## src/rtl/status_unit_if.sv

```systemverilog
// status_unit_if: request/result handshake, status outputs and sticky controls of status_unit
interface status_unit_if #(
    parameter int N         = 8,
    parameter int ERR_CNT_W = 8
);
    logic                     i_valid;
    logic                     o_ready;
    logic [N-1:0]             i_byte;
    logic [1:0]               i_op;
    logic                     i_carry;
    logic                     i_ovf;
    logic                     i_ERR_shl;
    logic                     i_ERR_chg;
    logic                     o_valid;
    logic                     i_ready;
    logic [3:0]               o_status;
    logic [$clog2(N+1)-1:0]   o_zeros;
    logic                     i_clr;
    logic                     o_sticky_err;
    logic                     o_sticky_ovf;
    logic [ERR_CNT_W-1:0]     o_err_cnt;

    modport master (
        output i_valid, i_byte, i_op, i_carry, i_ovf, i_ERR_shl, i_ERR_chg, i_ready, i_clr,
        input  o_ready, o_valid, o_status, o_zeros, o_sticky_err, o_sticky_ovf, o_err_cnt
    );
    modport slave (
        input  i_valid, i_byte, i_op, i_carry, i_ovf, i_ERR_shl, i_ERR_chg, i_ready, i_clr,
        output o_ready, o_valid, o_status, o_zeros, o_sticky_err, o_sticky_ovf, o_err_cnt
    );
endinterface

```

## src/rtl/status_unit.sv

```systemverilog
// status_unit: counts zero bits of an ALU result BPC bits per cycle and reports status flags, sticky flags and an error counter
module status_unit #(
    parameter int N         = 8,
    parameter int BPC       = 1,
    parameter int ERR_CNT_W = 8
) (
    input logic        i_clk,
    input logic        i_rst,
    status_unit_if.slave bus
);
    localparam int S  = N / BPC;
    localparam int ZW = $clog2(N + 1);
    localparam int IW = $clog2(S + 1);

    typedef enum logic [1:0] {IDLE, COUNT, DONE} state_t;

    state_t               state_q, state_d;
    logic [N-1:0]         sh_q, sh_d;
    logic [1:0]           op_q, op_d;
    logic                 carry_q, carry_d, ovf_q, ovf_d, eshl_q, eshl_d, echg_q, echg_d;
    logic [ZW-1:0]        acc_q, acc_d, zeros_q, zeros_d, slice_z, zeros_n;
    logic [IW-1:0]        idx_q, idx_d;
    logic [3:0]           status_q, status_d;
    logic                 sticky_err_q, sticky_err_d, sticky_ovf_q, sticky_ovf_d;
    logic [ERR_CNT_W-1:0] err_cnt_q, err_cnt_d;
    logic                 accept, last, xfer, err_sel, ovf_sel, ev_err;

    assign accept = state_q == IDLE && bus.i_valid;
    assign last   = state_q == COUNT && idx_q == IW'(S - 1);
    assign xfer   = state_q == DONE && bus.i_ready;

    always_ff @(posedge i_clk) begin
        if (i_rst) state_q <= IDLE;
        else       state_q <= state_d;
    end

    always_comb begin
        state_d = accept ? COUNT : last ? DONE : xfer ? IDLE : state_q;
    end

    always_comb begin
        bus.o_ready = state_q == IDLE;
        bus.o_valid = state_q == DONE;
    end

    assign bus.o_status     = status_q;
    assign bus.o_zeros      = zeros_q;
    assign bus.o_sticky_err = sticky_err_q;
    assign bus.o_sticky_ovf = sticky_ovf_q;
    assign bus.o_err_cnt    = err_cnt_q;

    // The operand shifts right so the current slice always sits in the low BPC bits.
    always_comb begin
        slice_z = '0;
        for (int b = 0; b < BPC; b++) slice_z = slice_z + ZW'(!sh_q[b]);
        zeros_n  = acc_q + slice_z;
        ovf_sel  = op_q == 2'b00 ? carry_q : op_q == 2'b10 ? ovf_q : 1'b0;
        err_sel  = op_q == 2'b10 ? eshl_q : op_q == 2'b11 ? echg_q : 1'b0;
        sh_d     = accept ? bus.i_byte : state_q == COUNT ? sh_q >> BPC : sh_q;
        {op_d, carry_d, ovf_d, eshl_d, echg_d} = accept
            ? {bus.i_op, bus.i_carry, bus.i_ovf, bus.i_ERR_shl, bus.i_ERR_chg}
            : {op_q, carry_q, ovf_q, eshl_q, echg_q};
        acc_d    = accept ? '0 : state_q == COUNT ? zeros_n : acc_q;
        idx_d    = accept ? '0 : state_q == COUNT ? idx_q + IW'(1) : idx_q;
        zeros_d  = last ? zeros_n : zeros_q;
        status_d = last ? {zeros_n == ZW'(1), ovf_sel, ~zeros_n[0], err_sel} : status_q;
        ev_err   = xfer && status_q[0];
        // A transfer on the same edge as a clear still records its event.
        sticky_err_d = (sticky_err_q && !bus.i_clr) || ev_err;
        sticky_ovf_d = (sticky_ovf_q && !bus.i_clr) || (xfer && status_q[2]);
        err_cnt_d    = bus.i_clr ? ERR_CNT_W'(ev_err)
                                 : err_cnt_q + ERR_CNT_W'(ev_err && err_cnt_q != '1);
    end

    always_ff @(posedge i_clk) begin
        if (i_rst) begin
            sh_q         <= '0;
            op_q         <= '0;
            carry_q      <= 1'b0;
            ovf_q        <= 1'b0;
            eshl_q       <= 1'b0;
            echg_q       <= 1'b0;
            acc_q        <= '0;
            idx_q        <= '0;
            zeros_q      <= '0;
            status_q     <= '0;
            sticky_err_q <= 1'b0;
            sticky_ovf_q <= 1'b0;
            err_cnt_q    <= '0;
        end else begin
            sh_q         <= sh_d;
            op_q         <= op_d;
            carry_q      <= carry_d;
            ovf_q        <= ovf_d;
            eshl_q       <= eshl_d;
            echg_q       <= echg_d;
            acc_q        <= acc_d;
            idx_q        <= idx_d;
            zeros_q      <= zeros_d;
            status_q     <= status_d;
            sticky_err_q <= sticky_err_d;
            sticky_ovf_q <= sticky_ovf_d;
            err_cnt_q    <= err_cnt_d;
        end
    end
endmodule

```

## src/flat_wrapper.sv

```systemverilog
// flat-port wrapper written by rule: the top's interface ports become plain ports
module status_unit_flat 
#(
    parameter int N         = 8,
    parameter int BPC       = 1,
    parameter int ERR_CNT_W = 8
)
  (i_clk, i_rst, bus_i_valid, bus_i_byte, bus_i_op, bus_i_carry, bus_i_ovf, bus_i_ERR_shl, bus_i_ERR_chg, bus_i_ready, bus_i_clr, bus_o_ready, bus_o_valid, bus_o_status, bus_o_zeros, bus_o_sticky_err, bus_o_sticky_ovf, bus_o_err_cnt);
  status_unit_if #(.N(N), .ERR_CNT_W(ERR_CNT_W)) bus_i ();
  input logic i_clk;
  input logic i_rst;
  input wire logic [$bits(bus_i.i_valid)-1:0] bus_i_valid;
  input wire logic [$bits(bus_i.i_byte)-1:0] bus_i_byte;
  input wire logic [$bits(bus_i.i_op)-1:0] bus_i_op;
  input wire logic [$bits(bus_i.i_carry)-1:0] bus_i_carry;
  input wire logic [$bits(bus_i.i_ovf)-1:0] bus_i_ovf;
  input wire logic [$bits(bus_i.i_ERR_shl)-1:0] bus_i_ERR_shl;
  input wire logic [$bits(bus_i.i_ERR_chg)-1:0] bus_i_ERR_chg;
  input wire logic [$bits(bus_i.i_ready)-1:0] bus_i_ready;
  input wire logic [$bits(bus_i.i_clr)-1:0] bus_i_clr;
  output wire logic [$bits(bus_i.o_ready)-1:0] bus_o_ready;
  output wire logic [$bits(bus_i.o_valid)-1:0] bus_o_valid;
  output wire logic [$bits(bus_i.o_status)-1:0] bus_o_status;
  output wire logic [$bits(bus_i.o_zeros)-1:0] bus_o_zeros;
  output wire logic [$bits(bus_i.o_sticky_err)-1:0] bus_o_sticky_err;
  output wire logic [$bits(bus_i.o_sticky_ovf)-1:0] bus_o_sticky_ovf;
  output wire logic [$bits(bus_i.o_err_cnt)-1:0] bus_o_err_cnt;
  assign bus_i.i_valid = bus_i_valid;
  assign bus_i.i_byte = bus_i_byte;
  assign bus_i.i_op = bus_i_op;
  assign bus_i.i_carry = bus_i_carry;
  assign bus_i.i_ovf = bus_i_ovf;
  assign bus_i.i_ERR_shl = bus_i_ERR_shl;
  assign bus_i.i_ERR_chg = bus_i_ERR_chg;
  assign bus_i.i_ready = bus_i_ready;
  assign bus_i.i_clr = bus_i_clr;
  assign bus_o_ready = bus_i.o_ready;
  assign bus_o_valid = bus_i.o_valid;
  assign bus_o_status = bus_i.o_status;
  assign bus_o_zeros = bus_i.o_zeros;
  assign bus_o_sticky_err = bus_i.o_sticky_err;
  assign bus_o_sticky_ovf = bus_i.o_sticky_ovf;
  assign bus_o_err_cnt = bus_i.o_err_cnt;
  status_unit #(.N(N), .BPC(BPC), .ERR_CNT_W(ERR_CNT_W)) u_core (.i_clk(i_clk), .i_rst(i_rst), .bus(bus_i));
endmodule
```

## config.mk

```make
export PLATFORM = sky130hd
export DESIGN_NAME = status_unit_flat
export DESIGN_NICKNAME = d
export VERILOG_FILES = /design/src/rtl/status_unit_if.sv /design/src/rtl/status_unit.sv /design/src/flat_wrapper.sv
export SDC_FILE = /design/constraint.sdc
export NUM_CORES = 1
export LEC_CHECK = 0
export ABC_AREA = 1
export BUFFER_PORTS_ARGS = -buffer_cell sky130_fd_sc_hd__buf_2
export CAP_MARGIN = 5
export CELL_PAD_IN_SITES_DETAIL_PLACEMENT = 1
export CELL_PAD_IN_SITES_GLOBAL_PLACEMENT = 1
export CORE_MARGIN = 2
export CORE_UTILIZATION = 43
export CTS_BUF_LIST = sky130_fd_sc_hd__clkbuf_4 sky130_fd_sc_hd__clkbuf_8
export CTS_CLUSTER_DIAMETER = 200
export DETAILED_ROUTE_END_ITERATION = 6
export PLACE_DENSITY_LB_ADDON = 0.25
export SLEW_MARGIN = 30
export SYNTH_ARGS = -nofsm -noshare
export SYNTH_HDL_FRONTEND = slang
export SYNTH_SLANG_ARGS = --single-unit
```

## constraint.sdc

```tcl
create_clock -name i_clk -period 4.8 [get_ports i_clk]
set_clock_uncertainty 0.15 [all_clocks]
set_input_delay 0.72 -clock i_clk [delete_from_list [all_inputs] [get_ports i_clk]]
set_output_delay 0.72 -clock i_clk [all_outputs]
set_load 0.02 [all_outputs]
```

==> results of run 1 <==
==> path summary, 6_finish.rpt <==
| check | start | cells after the start | to |
|---|---|---|---|
| max | u_core.state_q[1] | 3 | bus_o_valid |
| min | u_core.ovf_q | 2 | u_core.ovf_q |
| max reg2reg | u_core.state_q[1] | 10 | u_core.bus.o_err_cnt[4] |
| min reg2reg | u_core.ovf_q | 2 | u_core.ovf_q |
==> routing by layer <==
| layer | routed length, um | GRT usage [%] | vias to the layer above |
|---|---|---|---|
| li1 | - | - | 831 |
| met1 | 1860 | 23.2 | 743 |
| met2 | 1910 | 32.8 | 29 |
| met3 | 178 | 5.76 | 7 |
| met4 | 71 | 8.00 | 0 |
| met5 | 0 | 0 | - |
==> state kept, by name, summed over array words and instances (netlist names), 2 cells and up <==
name                  count
u_core.acc_q              4
u_core.bus.o_err_cnt      8
u_core.bus.o_status       4
u_core.bus.o_zeros        4
u_core.idx_q              4
u_core.op_q               2
u_core.sh_q               8
u_core.state_q            2
==> worst max-delay path, delay by kind of cell, from the launching register on <==
kind	cells	cell delay [ns]
flops	1	0.39
simple gates	1	0.18
buf+inv	2	0.30
==> final cells by class <==
type | count | area share (%)
repair buffers | 38 | 9.06
well taps | 50 | 2.98
clock buffers | 5 | 3.28
multi-input cells | 166 | 38.9
flip-flops and latches | 42 | 40.0
clock inverters | 3 | 2.15
inverters | 19 | 3.64
==> power by group through the flow <==
stage | logic [uW] | clock network (uW) | registers, uW
3_3_place_gp | 64.9 | 0 | 377
6_report | 66.0 | 279 | 369
4_1_cts | 67.5 | 286 | 369
3_5_place_dp | 67.1 | 0 | 377
5_1_grt | 76.2 | 300 | 371
2_1_floorplan | 50.2 | 0 | 376
==> stage by stage <==
stage | power (uW) | hold WS (ns)
after global routing | 747 | 0.345
after floorplan | 426 | 0.279
after detailed placement | 444 | 0.308
after global placement | 442 | 0.294
final | 714 | 0.320
after CTS | 723 | 0.320
==> cells in the final DEF, fill, tap and decap left out, types with 2 or more instances in the layout <==
master / netlist / layout
sky130_fd_sc_hd__nand2_1: 58 / 58
sky130_fd_sc_hd__clkbuf_8: 0 / 5
sky130_fd_sc_hd__o21ai_0: 17 / 17
sky130_fd_sc_hd__inv_1: 16 / 16
sky130_fd_sc_hd__buf_2: 0 / 38
sky130_fd_sc_hd__clkinvlp_4: 0 / 2
sky130_fd_sc_hd__nand3_1: 4 / 4
sky130_fd_sc_hd__o211ai_1: 2 / 2
sky130_fd_sc_hd__a21oi_1: 28 / 28
sky130_fd_sc_hd__nor2_4: 2 / 2
sky130_fd_sc_hd__dfxtp_1: 42 / 42
sky130_fd_sc_hd__nor2_1: 32 / 32
sky130_fd_sc_hd__nand2_2: 2 / 2
sky130_fd_sc_hd__o21a_1: 2 / 2
sky130_fd_sc_hd__inv_4: 2 / 2
sky130_fd_sc_hd__ha_1: 5 / 5
sky130_fd_sc_hd__nor3_1: 4 / 4
==> cells by family after synthesis <==
family,after synthesis,share of synthesized area [%]
AO/OA/AOI/OAI,51,15.1
XOR/XNOR,1,0.491
adder cells (fa/ha/maj),5,3.50
buffers and inverters,25,7.22
flip-flops,42,47.1
AND/OR/NAND/NOR,109,26.6
==> results.txt, run 1 <==
----------------------------------------------------
[Worst setup path]
  Data arrival time of the critical path ... 1.16 ns
  Maximum cell stage delay along the critical path ... 0.39 ns
  Register-to-register path setup slack ... 2.79 ns
  Required time at the endpoint of the critical path ... 3.93 ns
  WS Path Type ... reg -> out
  Element type at the critical path end ... output port
  Critical-path maximum fanout ... 3
  Chain of cells forming the critical path ... inv_1 -> nor2_1 -> buf_2
  Startpoint Class ... flip-flop
  Critical-path cell with the highest stage delay ... sky130_fd_sc_hd__dfxtp_1

[STA]
  Slew headroom ... 69.6%
  Setup TNS Final ... 0 ns
  Fin crit period ... 2.03 ns
  Pins Over Slew Limit ... 0
  Final hold violations ... 0
  Final worst-path cycle share ... 42.3%
  Peak Freq ... 492 MHz
  Actual slew at the worst max-slew pin ... 0.455 ns
  Total setup violations reported at the end of the flow ... 0
  Setup slack after layout ... 2.77 ns
  Setup repair after global routing missed its margin ... false

[Logic synthesis]
  Most area-hungry cell type in the Yosys netlist ... sky130_fd_sc_hd__dfxtp_1
  Count of flip-flops with a built-in enable after synthesis ... 0
  Top cells by area, synth ... sky130_fd_sc_hd__dfxtp_1, sky130_fd_sc_hd__nand2_1, sky130_fd_sc_hd__a21oi_1, sky130_fd_sc_hd__nor2_1, sky130_fd_sc_hd__o21ai_0
  Dominant register cell in the synthesized netlist ... sky130_fd_sc_hd__dfxtp_1
  Most numerous cell types in the synthesized netlist ... sky130_fd_sc_hd__nand2_1, sky130_fd_sc_hd__dfxtp_1, sky130_fd_sc_hd__nor2_1
  Flop and latch count out of synthesis ... 42
  Nets in the synthesized netlist ... 257
  Proportion of synthesized flip-flops having asynchronous set or reset ... 0%
  Total of warnings raised by yosys ... 0
  Fraction of post-synthesis cell area in the top cell type by area ... 47.1%
  Share of synthesized area occupied by flip-flops and latches ... 47.1%
  Most repeated cell in the gate-level netlist after synthesis ... sky130_fd_sc_hd__nand2_1
  Yosys cell types ... 27
  Average cell area after synthesis ... 7.66 um^2
  Synthesized netlist cell count ... 233
  Synthesized area ... 0.00179 mm^2

[Die]
  Starting density of the core ... 44.6%
  Die extent in y ... 68.4 um
  Number of core rows ... 23
  Total Die Area ... 0.00468 mm^2
  Total core area ... 0.00400 mm^2
  Top-Level Pins ... 39
  Width of the chip ... 68.4 um

[Clocking]
  TritonCTS Buffers ... 5
  Clock tree from TritonCTS ... yes
  Hold_buf cts ... 0
  Post-cts resize count ... 0
  Clock insertion delay at the later pin of the skew report ... 0.29 ns
  Number of H-tree levels ... 2
  CTS clock-pin slew for the worst setup and hold paths ... 0.08 ns
  Postcts setup bufs ... 0
  Root cell of the clock tree ... sky130_fd_sc_hd__clkbuf_8
  Clock sink count ... 42
  Buffers from clock root to sink, at most ... 2

[Global routing]
  Total overflow reported by the global router ... 0
  Initial antenna violation count ... 0
  First-pass GRT wire length ... 6.72 mm
  Largest net degree at the start of global routing ... 16
  Vias in the first global route ... 1525
  GRT Total Usage ... 19.6%

[Power]
  Portion of total power attributed to the clock network ... 39.1%
  Peak supply drop ... 0.175 mV
  Net switching power ... 175 uW
  Reg power frac ... 51.7%
  Switching power as a share of total power ... 24.5%
  Internal power summed over all cells ... 539 uW
  Proportion of power drawn by combinational gates ... 9.2%
  Power Dens Cells ... 340 mW/mm^2
  Leak Pwr ... 0.000928 uW

[Placed design]
  Worst slack at placement ... 2.67 ns
  Inst Count DP ... 315
  Placer Congestion ... 0.730
  Post-DP Area ... 0.00199 mm^2
  HPWL after DPL ... 3.07 mm
  Port Buf Inserts ... 38

[Job]
  Max_cap viols ... 0

[Layout]
  Ratio of cells with drive above 1 in the final layout ... 21.6%
  Post-route cell area ... 0.00210 mm^2
  Post-layout net count ... 296
  Antenna cell count ... 0
  Utilization after layout ... 52.5%
  Count of fill cells added during filler insertion ... 527
  Footprint of the flip-flops and latches ... 841 um^2
  Relative area change from synthesis to final layout ... 17.6%
  Area of the multi-input gates ... 816 um^2
  Filler-free cell count of the finished design ... 323

[Detailed routing]
  DR WL/cell ... 12.4 um
  Iteration-0 DRC Markers ... 47
  Pre-Repair DR Iteration Count ... 4
  Total wire length after detailed routing ... 4.02 mm
  Total via count after detailed routing ... 1610
  Detail-routed via count per cell ... 4.98
  Count of unresolved DRC violations after routing ... 0
  Remaining antenna violation count ... 0

[Min path]
  Path class of the lowest-slack min-delay path ... reg -> reg

[Run status]
  Outcome ... complete, no violations

----------------------------------------------------
(Power assumes the default switching activity.)
==> run 2: changes to the inputs <==
--- a/config.mk
+++ b/config.mk
@@ -11,7 +11,7 @@
 export CELL_PAD_IN_SITES_DETAIL_PLACEMENT = 1
 export CELL_PAD_IN_SITES_GLOBAL_PLACEMENT = 1
 export CORE_MARGIN = 2
-export CORE_UTILIZATION = 43
+export CORE_UTILIZATION = 40
 export CTS_BUF_LIST = sky130_fd_sc_hd__clkbuf_4 sky130_fd_sc_hd__clkbuf_8
 export CTS_CLUSTER_DIAMETER = 200
 export DETAILED_ROUTE_END_ITERATION = 6
==> constraint.sdc (replaced) <==
create_clock -name i_clk -period 2.1 [get_ports i_clk]
set_clock_uncertainty 0.15 [all_clocks]
set_input_delay 0.315 -clock i_clk [delete_from_list [all_inputs] [get_ports i_clk]]
set_output_delay 0.315 -clock i_clk [all_outputs]
set_load 0.02 [all_outputs]
==> results.txt, run 2 (synthesis gave the netlist of run 1 again) <==
----------------------------------------------------
[STA]
  Actual slew at the worst max-slew pin ... 0.439 ns (-0.0154 ns)
  Setup repair after global routing missed its margin ... false
  Pins Over Slew Limit ... 0 (unchanged)
  Setup TNS Final ... 0 ns (unchanged)
  Fin crit period ... 1.84 ns
  Final hold violations ... 0 (unchanged)
  Final worst-path cycle share ... 87.7%
  Peak Freq ... 543 MHz
  Slew headroom ... 70.7% (+1.0 points)
  Total setup violations reported at the end of the flow ... 0 (unchanged)

[Die]
  Width of the chip ... 70.8 um (+3.5%)
  Die extent in y ... 70.8 um (+3.5%)
  Total core area ... 0.00432 mm^2 (+8.1%)
  Total Die Area ... 0.00501 mm^2 (+7.1%)
  Top-Level Pins ... 39 (unchanged)
  Starting density of the core ... 41.3% (-3.3 points)
  Number of core rows ... 24 (+4.3%)

[Job]
  Max_cap viols ... 0 (unchanged)

[Power]
  Switching power as a share of total power ... 24.0% (-0.45 points)
  Reg power frac ... 52.1% (+0.4 points)
  Leak Pwr ... 0.000932 uW (+0.47%)
  Internal power summed over all cells ... 1230 uW (+130%)
  Proportion of power drawn by combinational gates ... 9.3% (about the same)
  Power Dens Cells ... 768 mW/mm^2 (+130%)
  Portion of total power attributed to the clock network ... 38.6% (-0.5 points)
  Peak supply drop ... 0.346 mV (+98%)
  Net switching power ... 389 uW (+120%)

[Worst setup path]
  Most used cell along the critical path ... sky130_fd_sc_hd__a21oi_1
  Chain of cells forming the critical path ... inv_1 -> nor2_2 -> nand3_1 -> a21oi_1 -> ha_1 -> ha_2 -> nand2_1 -> nor2_1 -> a21oi_1 -> o21a_1
  Maximum cell stage delay along the critical path ... 0.35 ns (-0.04 ns)
  Startpoint Class ... flip-flop
  Element type at the critical path end ... flip-flop
  Critical-path cell with the highest stage delay ... sky130_fd_sc_hd__dfxtp_2
  Data arrival time of the critical path ... 1.88 ns (+0.72 ns)
  WS Path Type ... reg -> reg
  Required time at the endpoint of the critical path ... 2.14 ns (-1.79 ns)
  Critical-path maximum fanout ... 4 (+1)

[Global routing]
  GRT Total Usage ... 17.3% (-2.3 points)
  Initial antenna violation count ... 0 (unchanged)
  Total overflow reported by the global router ... 0 (unchanged)
  First-pass GRT wire length ... 6.89 mm (+2.6%)
  Largest net degree at the start of global routing ... 16 (unchanged)
  Vias in the first global route ... 1589 (+4.2%)

[Detailed routing]
  Iteration-0 DRC Markers ... 49 (+4.3%)
  Remaining antenna violation count ... 0 (unchanged)
  Detail-routed via count per cell ... 4.94 (-0.99%)
  Total via count after detailed routing ... 1604 (-0.37%)
  Total wire length after detailed routing ... 3.94 mm (-2.0%)
  DR WL/cell ... 12.1 um (-2.6%)
  Pre-Repair DR Iteration Count ... 4 (unchanged)
  Count of unresolved DRC violations after routing ... 0 (unchanged)

[Clocking]
  Root cell of the clock tree ... sky130_fd_sc_hd__clkbuf_8
  Clock insertion delay at the later pin of the skew report ... 0.29 ns (about the same)
  Hold_buf cts ... 0 (unchanged)
  Post-cts resize count ... 0 (unchanged)
  TritonCTS Buffers ... 5 (unchanged)
  Buffers from clock root to sink, at most ... 2 (unchanged)
  Number of H-tree levels ... 2 (unchanged)
  Clock sink count ... 42 (unchanged)
  Postcts setup bufs ... 0 (unchanged)
  Clock tree from TritonCTS ... yes
  CTS clock-pin slew for the worst setup and hold paths ... 0.08 ns (about the same)

[Placed design]
  Port Buf Inserts ... 38 (unchanged)
  Inst Count DP ... 317 (+0.63%)
  Placer Congestion ... 0.757 (+3.8%)
  HPWL after DPL ... 2.89 mm (-5.9%)

[Layout]
  Commonest cells after routing, fill and taps aside ... sky130_fd_sc_hd__nand2_1, sky130_fd_sc_hd__dfxtp_1, sky130_fd_sc_hd__buf_2
  Filler-free cell count of the finished design ... 325 (+0.62%)
  Antenna cell count ... 0 (unchanged)
  Post-layout net count ... 296 (unchanged)
  Ratio of cells with drive above 1 in the final layout ... 23.1% (+1.5 points)
  Relative area change from synthesis to final layout ... 17.9%
  Most common library cell in the layout ignoring fill and taps ... sky130_fd_sc_hd__nand2_1

[Run status]
  Outcome ... complete, no violations

[Min path]
  Path class of the lowest-slack min-delay path ... in -> reg

----------------------------------------------------
-- run 2: cell count changes in the layout (fill, tap and decap cells not counted), sizes merged --
cell / previous run / this run
clkinvlp: 2 / 0
clkinv: 0 / 2
-- run 2: power by group through the flow --
| stage | Combinational (uW) | Clock [uW] | Sequential, uW |
|---|---|---|---|
| finish | 151 | 624 | 843 |
| global route | 174 | 682 | 847 |
| CTS | 154 | 647 | 843 |
| detailed placement | 153 | 0 | 862 |
| global placement | 150 | 0 | 861 |
| floorplan | 115 | 0 | 859 |
-- run 2: worst max-delay path: cells and delay by family, from the launching register on --
family	cells	cell delay, ns
buffers and inverters	1	0.08
adders and majority gates	2	0.39
and+or+nand+nor	4	0.44
AOI/OAI and AO/OA	3	0.32
DFF	1	0.35
-- run 2: worst paths after layout --
path | from | to | slack (ns) | cells after the start
setup / recovery | u_core.state_q[1] | u_core.bus.o_err_cnt[4] | 0.26 | 10
hold / removal | bus_i_clr | u_core.bus.o_err_cnt[0] | 0.09 | 2
setup reg to reg | u_core.state_q[1] | u_core.bus.o_err_cnt[4] | 0.26 | 10
hold reg to reg | u_core.bus.o_sticky_err | u_core.bus.o_sticky_err | 0.31 | 2
-- run 2: routing by layer --
metal,global-route usage [%],part of all wire (%),vias to the layer above
met5,0,0,-
met1,20.7,45,744
met4,6.92,1.4,0
met3,3.99,3.8,4
li1,-,-,830
met2,29.8,50,26
-- run 2: metrics by stage --
stage                     setup WS, ns  area [um^2]  hold slack, ns  util [%]  total power (uW)
after floorplan                 0.0369         1790           0.234         -               974
after global placement           0.258         1990           0.288      46.0              1010
after detailed placement         0.159         1990           0.301      46.0              1010
after CTS                        0.131         2100          0.0661      48.5              1640
after global routing            0.0502         2110          0.0932      48.7              1700
final                            0.259         2110          0.0862      48.7              1620
-- run 2: final cells by class --
class | instances | area, um^2
Clock buffer | 5 | 68.8
Clock inverter | 3 | 40.0
Fill cell | 557 | 2220
Inverter | 19 | 76.3
Multi-Input combinational cell | 166 | 823
Sequential cell | 42 | 842
Tap cell | 52 | 65.1
Timing Repair Buffer | 38 | 190
==> run 3: changes to the inputs <==
==> constraint.sdc (replaced) <==
create_clock -name i_clk -period 2.1 [get_ports i_clk]
set_clock_uncertainty 0.15 [all_clocks]
set_input_delay 0.21 -clock i_clk [delete_from_list [all_inputs] [get_ports i_clk]]
set_output_delay 0.21 -clock i_clk [all_outputs]
set_load 0.02 [all_outputs]
==> results.txt, run 3 (synthesis gave the netlist of run 1 again) <==
----------------------------------------------------
[STA]
  Setup slack after layout ... 0.260 ns (+0.00118 ns)
  Slew headroom ... 70.7% (about the same)
  Pins Over Slew Limit ... 0 (unchanged)
  Total setup violations reported at the end of the flow ... 0 (unchanged)
  Final hold slack ... 0.0135 ns (-0.0727 ns)
  Setup TNS Final ... 0 ns (unchanged)
  Fin crit period ... 1.84 ns (-0.00118 ns)
  Peak Freq ... 544 MHz (about the same)
  Setup repair after global routing missed its margin ... false
  Final hold violations ... 0 (unchanged)
  Final worst-path cycle share ... 87.6% (about the same)
  Actual slew at the worst max-slew pin ... 0.440 ns (+0.000129 ns)

[Detailed routing]
  Total via count after detailed routing ... 1613 (+0.56%)
  Count of unresolved DRC violations after routing ... 0 (unchanged)
  Total wire length after detailed routing ... 3.95 mm (+0.43%)
  Iteration-0 DRC Markers ... 44 (-10%)
  Remaining antenna violation count ... 0 (unchanged)
  DR WL/cell ... 12.1 um (+0.12%)
  Detail-routed via count per cell ... 4.95 (+0.25%)
  Pre-Repair DR Iteration Count ... 4 (unchanged)

[Placed design]
  Placer Congestion ... 0.757 (unchanged)
  Worst slack at placement ... 0.159 ns (unchanged)
  HPWL after DPL ... 2.89 mm (unchanged)
  Port Buf Inserts ... 38 (unchanged)
  Post-DP Area ... 0.00199 mm^2 (unchanged)

[Job]
  Max_cap viols ... 0 (unchanged)

[Die]
  Total Die Area ... 0.00501 mm^2 (unchanged)
  Die extent in y ... 70.8 um (unchanged)
  Top-Level Pins ... 39 (unchanged)
  Total core area ... 0.00432 mm^2 (unchanged)
  Starting density of the core ... 41.3% (unchanged)
  Width of the chip ... 70.8 um (unchanged)
  Number of core rows ... 24 (unchanged)

[Global routing]
  Global Route met2 Usage ... 29.7% (-0.10 points)
  Initial antenna violation count ... 0 (unchanged)
  GRT Total Usage ... 17.3% (+0.030 points)
  Vias in the first global route ... 1584 (-0.31%)
  Met3 Track Usage GR ... 3.99% (unchanged)
  First-pass GRT wire length ... 6.90 mm (+0.10%)
  Total overflow reported by the global router ... 0 (unchanged)
  GRT Max-Usage Layer ... met2
  Largest net degree at the start of global routing ... 16 (unchanged)
  Met1 Resource Use GR ... 20.9% (+0.18 points)

[Worst setup path]
  Worst R2R Start ... u_core.state_q[1]
  WS Path Type ... reg -> reg
  Reg2reg path depth ... 10 (unchanged)
  Data arrival time of the critical path ... 1.88 ns (about the same)
  Startpoint Class ... flip-flop
  Register-to-register path setup slack ... 0.26 ns (about the same)
  Critical-path maximum fanout ... 4 (unchanged)
  Required time at the endpoint of the critical path ... 2.14 ns (about the same)
  Element type at the critical path end ... flip-flop
  Destination of the worst register-to-register timing path ... u_core.bus.o_err_cnt[4]

[Min path]
  Hold path cells ... 3 (+1)
  Worst hold endpoint ... u_core.sh_q[7]
  Path class of the lowest-slack min-delay path ... in -> reg
  Source of the worst hold timing path ... bus_i_byte[7]

[Clocking]
  Clock tree from TritonCTS ... yes
  Clock insertion delay at the later pin of the skew report ... 0.29 ns (about the same)
  Buffers from clock root to sink, at most ... 2 (unchanged)
  CTS clock-pin slew for the worst setup and hold paths ... 0.08 ns (about the same)
  Root cell of the clock tree ... sky130_fd_sc_hd__clkbuf_8
  Number of H-tree levels ... 2 (unchanged)
  TritonCTS Buffers ... 5 (unchanged)
  Clock sink count ... 42 (unchanged)

[Layout]
  Antenna cell count ... 0 (unchanged)
  Commonest cells after routing, fill and taps aside ... sky130_fd_sc_hd__nand2_1, sky130_fd_sc_hd__dfxtp_1, sky130_fd_sc_hd__buf_2
  Most common library cell in the layout ignoring fill and taps ... sky130_fd_sc_hd__nand2_1
  Post-layout net count ... 297 (+0.34%)
  Area of the multi-input gates ... 823 um^2 (unchanged)
  Utilization after layout ... 48.9% (+0.23 points)
  Ratio of cells with drive above 1 in the final layout ... 23.0% (-0.084 points)
  Footprint of the flip-flops and latches ... 842 um^2 (unchanged)
  Count of fill cells added during filler insertion ... 558 (+0.18%)
  Relative area change from synthesis to final layout ... 18.5%
  Post-route cell area ... 0.00212 mm^2 (+0.48%)

[Power]
  Leak Pwr ... 0.000937 uW (+0.45%)
  Power Dens Cells ... 766 mW/mm^2 (-0.33%)
  Peak supply drop ... 0.346 mV (about the same)

[Run status]
  Outcome ... complete, no violations

----------------------------------------------------
run 3: changes by cell type in the layout (fill, tap and decap cells not counted):
cell	change
sky130_fd_sc_hd__dlygate4sd3_1	+1
run 3: worst max-delay path by stage:
stage                 startpoint                      end  slack (ns)  cells past startpoint
2_1_floorplan  u_core.state_q[1]  u_core.bus.o_err_cnt[4]        0.04                     10
3_3_place_gp   u_core.state_q[1]  u_core.bus.o_err_cnt[4]        0.26                     10
3_5_place_dp   u_core.state_q[1]  u_core.bus.o_err_cnt[4]        0.16                     10
4_1_cts        u_core.state_q[1]  u_core.bus.o_err_cnt[4]        0.13                     10
5_1_grt        u_core.state_q[1]  u_core.bus.o_err_cnt[4]        0.05                     10
6_report       u_core.state_q[1]  u_core.bus.o_err_cnt[4]        0.26                     10
run 3: timing repair:
action	4_1_cts	5_1_grt
setup endpoints to repair	0	2
hold endpoints to repair	1	0
buffers inserted	0	0
hold buffers	1	0
resized for setup	0	4
run 3: cell type report:
class                      count  share of cell area [%]
timing repair buffer          39                    9.46
multi-input combinational    166                    38.9
inverter                      19                    3.61
tap                           52                    3.08
clock buffer                   5                    3.25
sequential                    42                    39.8
clock inverter                 3                    1.89
run 3: power by group:
part           switching (uW)  internal (uW)  total (uW)
Combinational            96.8           55.3         152
Sequential               18.1            825         843
Clock                     275            350         625
Total                     390           1230        1620
run 3: per-stage QoR:
| step | total power, uW | cells |
|---|---|---|
| after floorplan | 974 | 233 |
| after global placement | 1010 | 317 |
| after detailed placement | 1010 | 317 |
| after CTS | 1650 | 326 |
| after global routing | 1710 | 326 |
| final | 1620 | 326 |
run 3: routing by layer:
layer / vias up / wire length [um] / share of wire [%]
li1: 833 / - / -
met1: 748 / 1760 / 44
met2: 28 / 1980 / 50
met3: 4 / 164 / 4.1
met4: 0 / 55 / 1.4
met5: - / 0 / 0
run 3: worst max-delay path, cell delays in order, from the launching register on:
cell	delay [ns]
sky130_fd_sc_hd__dfxtp_2	0.35
sky130_fd_sc_hd__inv_1	0.08
sky130_fd_sc_hd__nor2_2	0.12
sky130_fd_sc_hd__nand3_1	0.12
sky130_fd_sc_hd__a21oi_1	0.14
sky130_fd_sc_hd__ha_1	0.18
sky130_fd_sc_hd__ha_2	0.21
sky130_fd_sc_hd__nand2_1	0.07
sky130_fd_sc_hd__nor2_1	0.13
sky130_fd_sc_hd__a21oi_1	0.08
sky130_fd_sc_hd__o21a_1	0.10
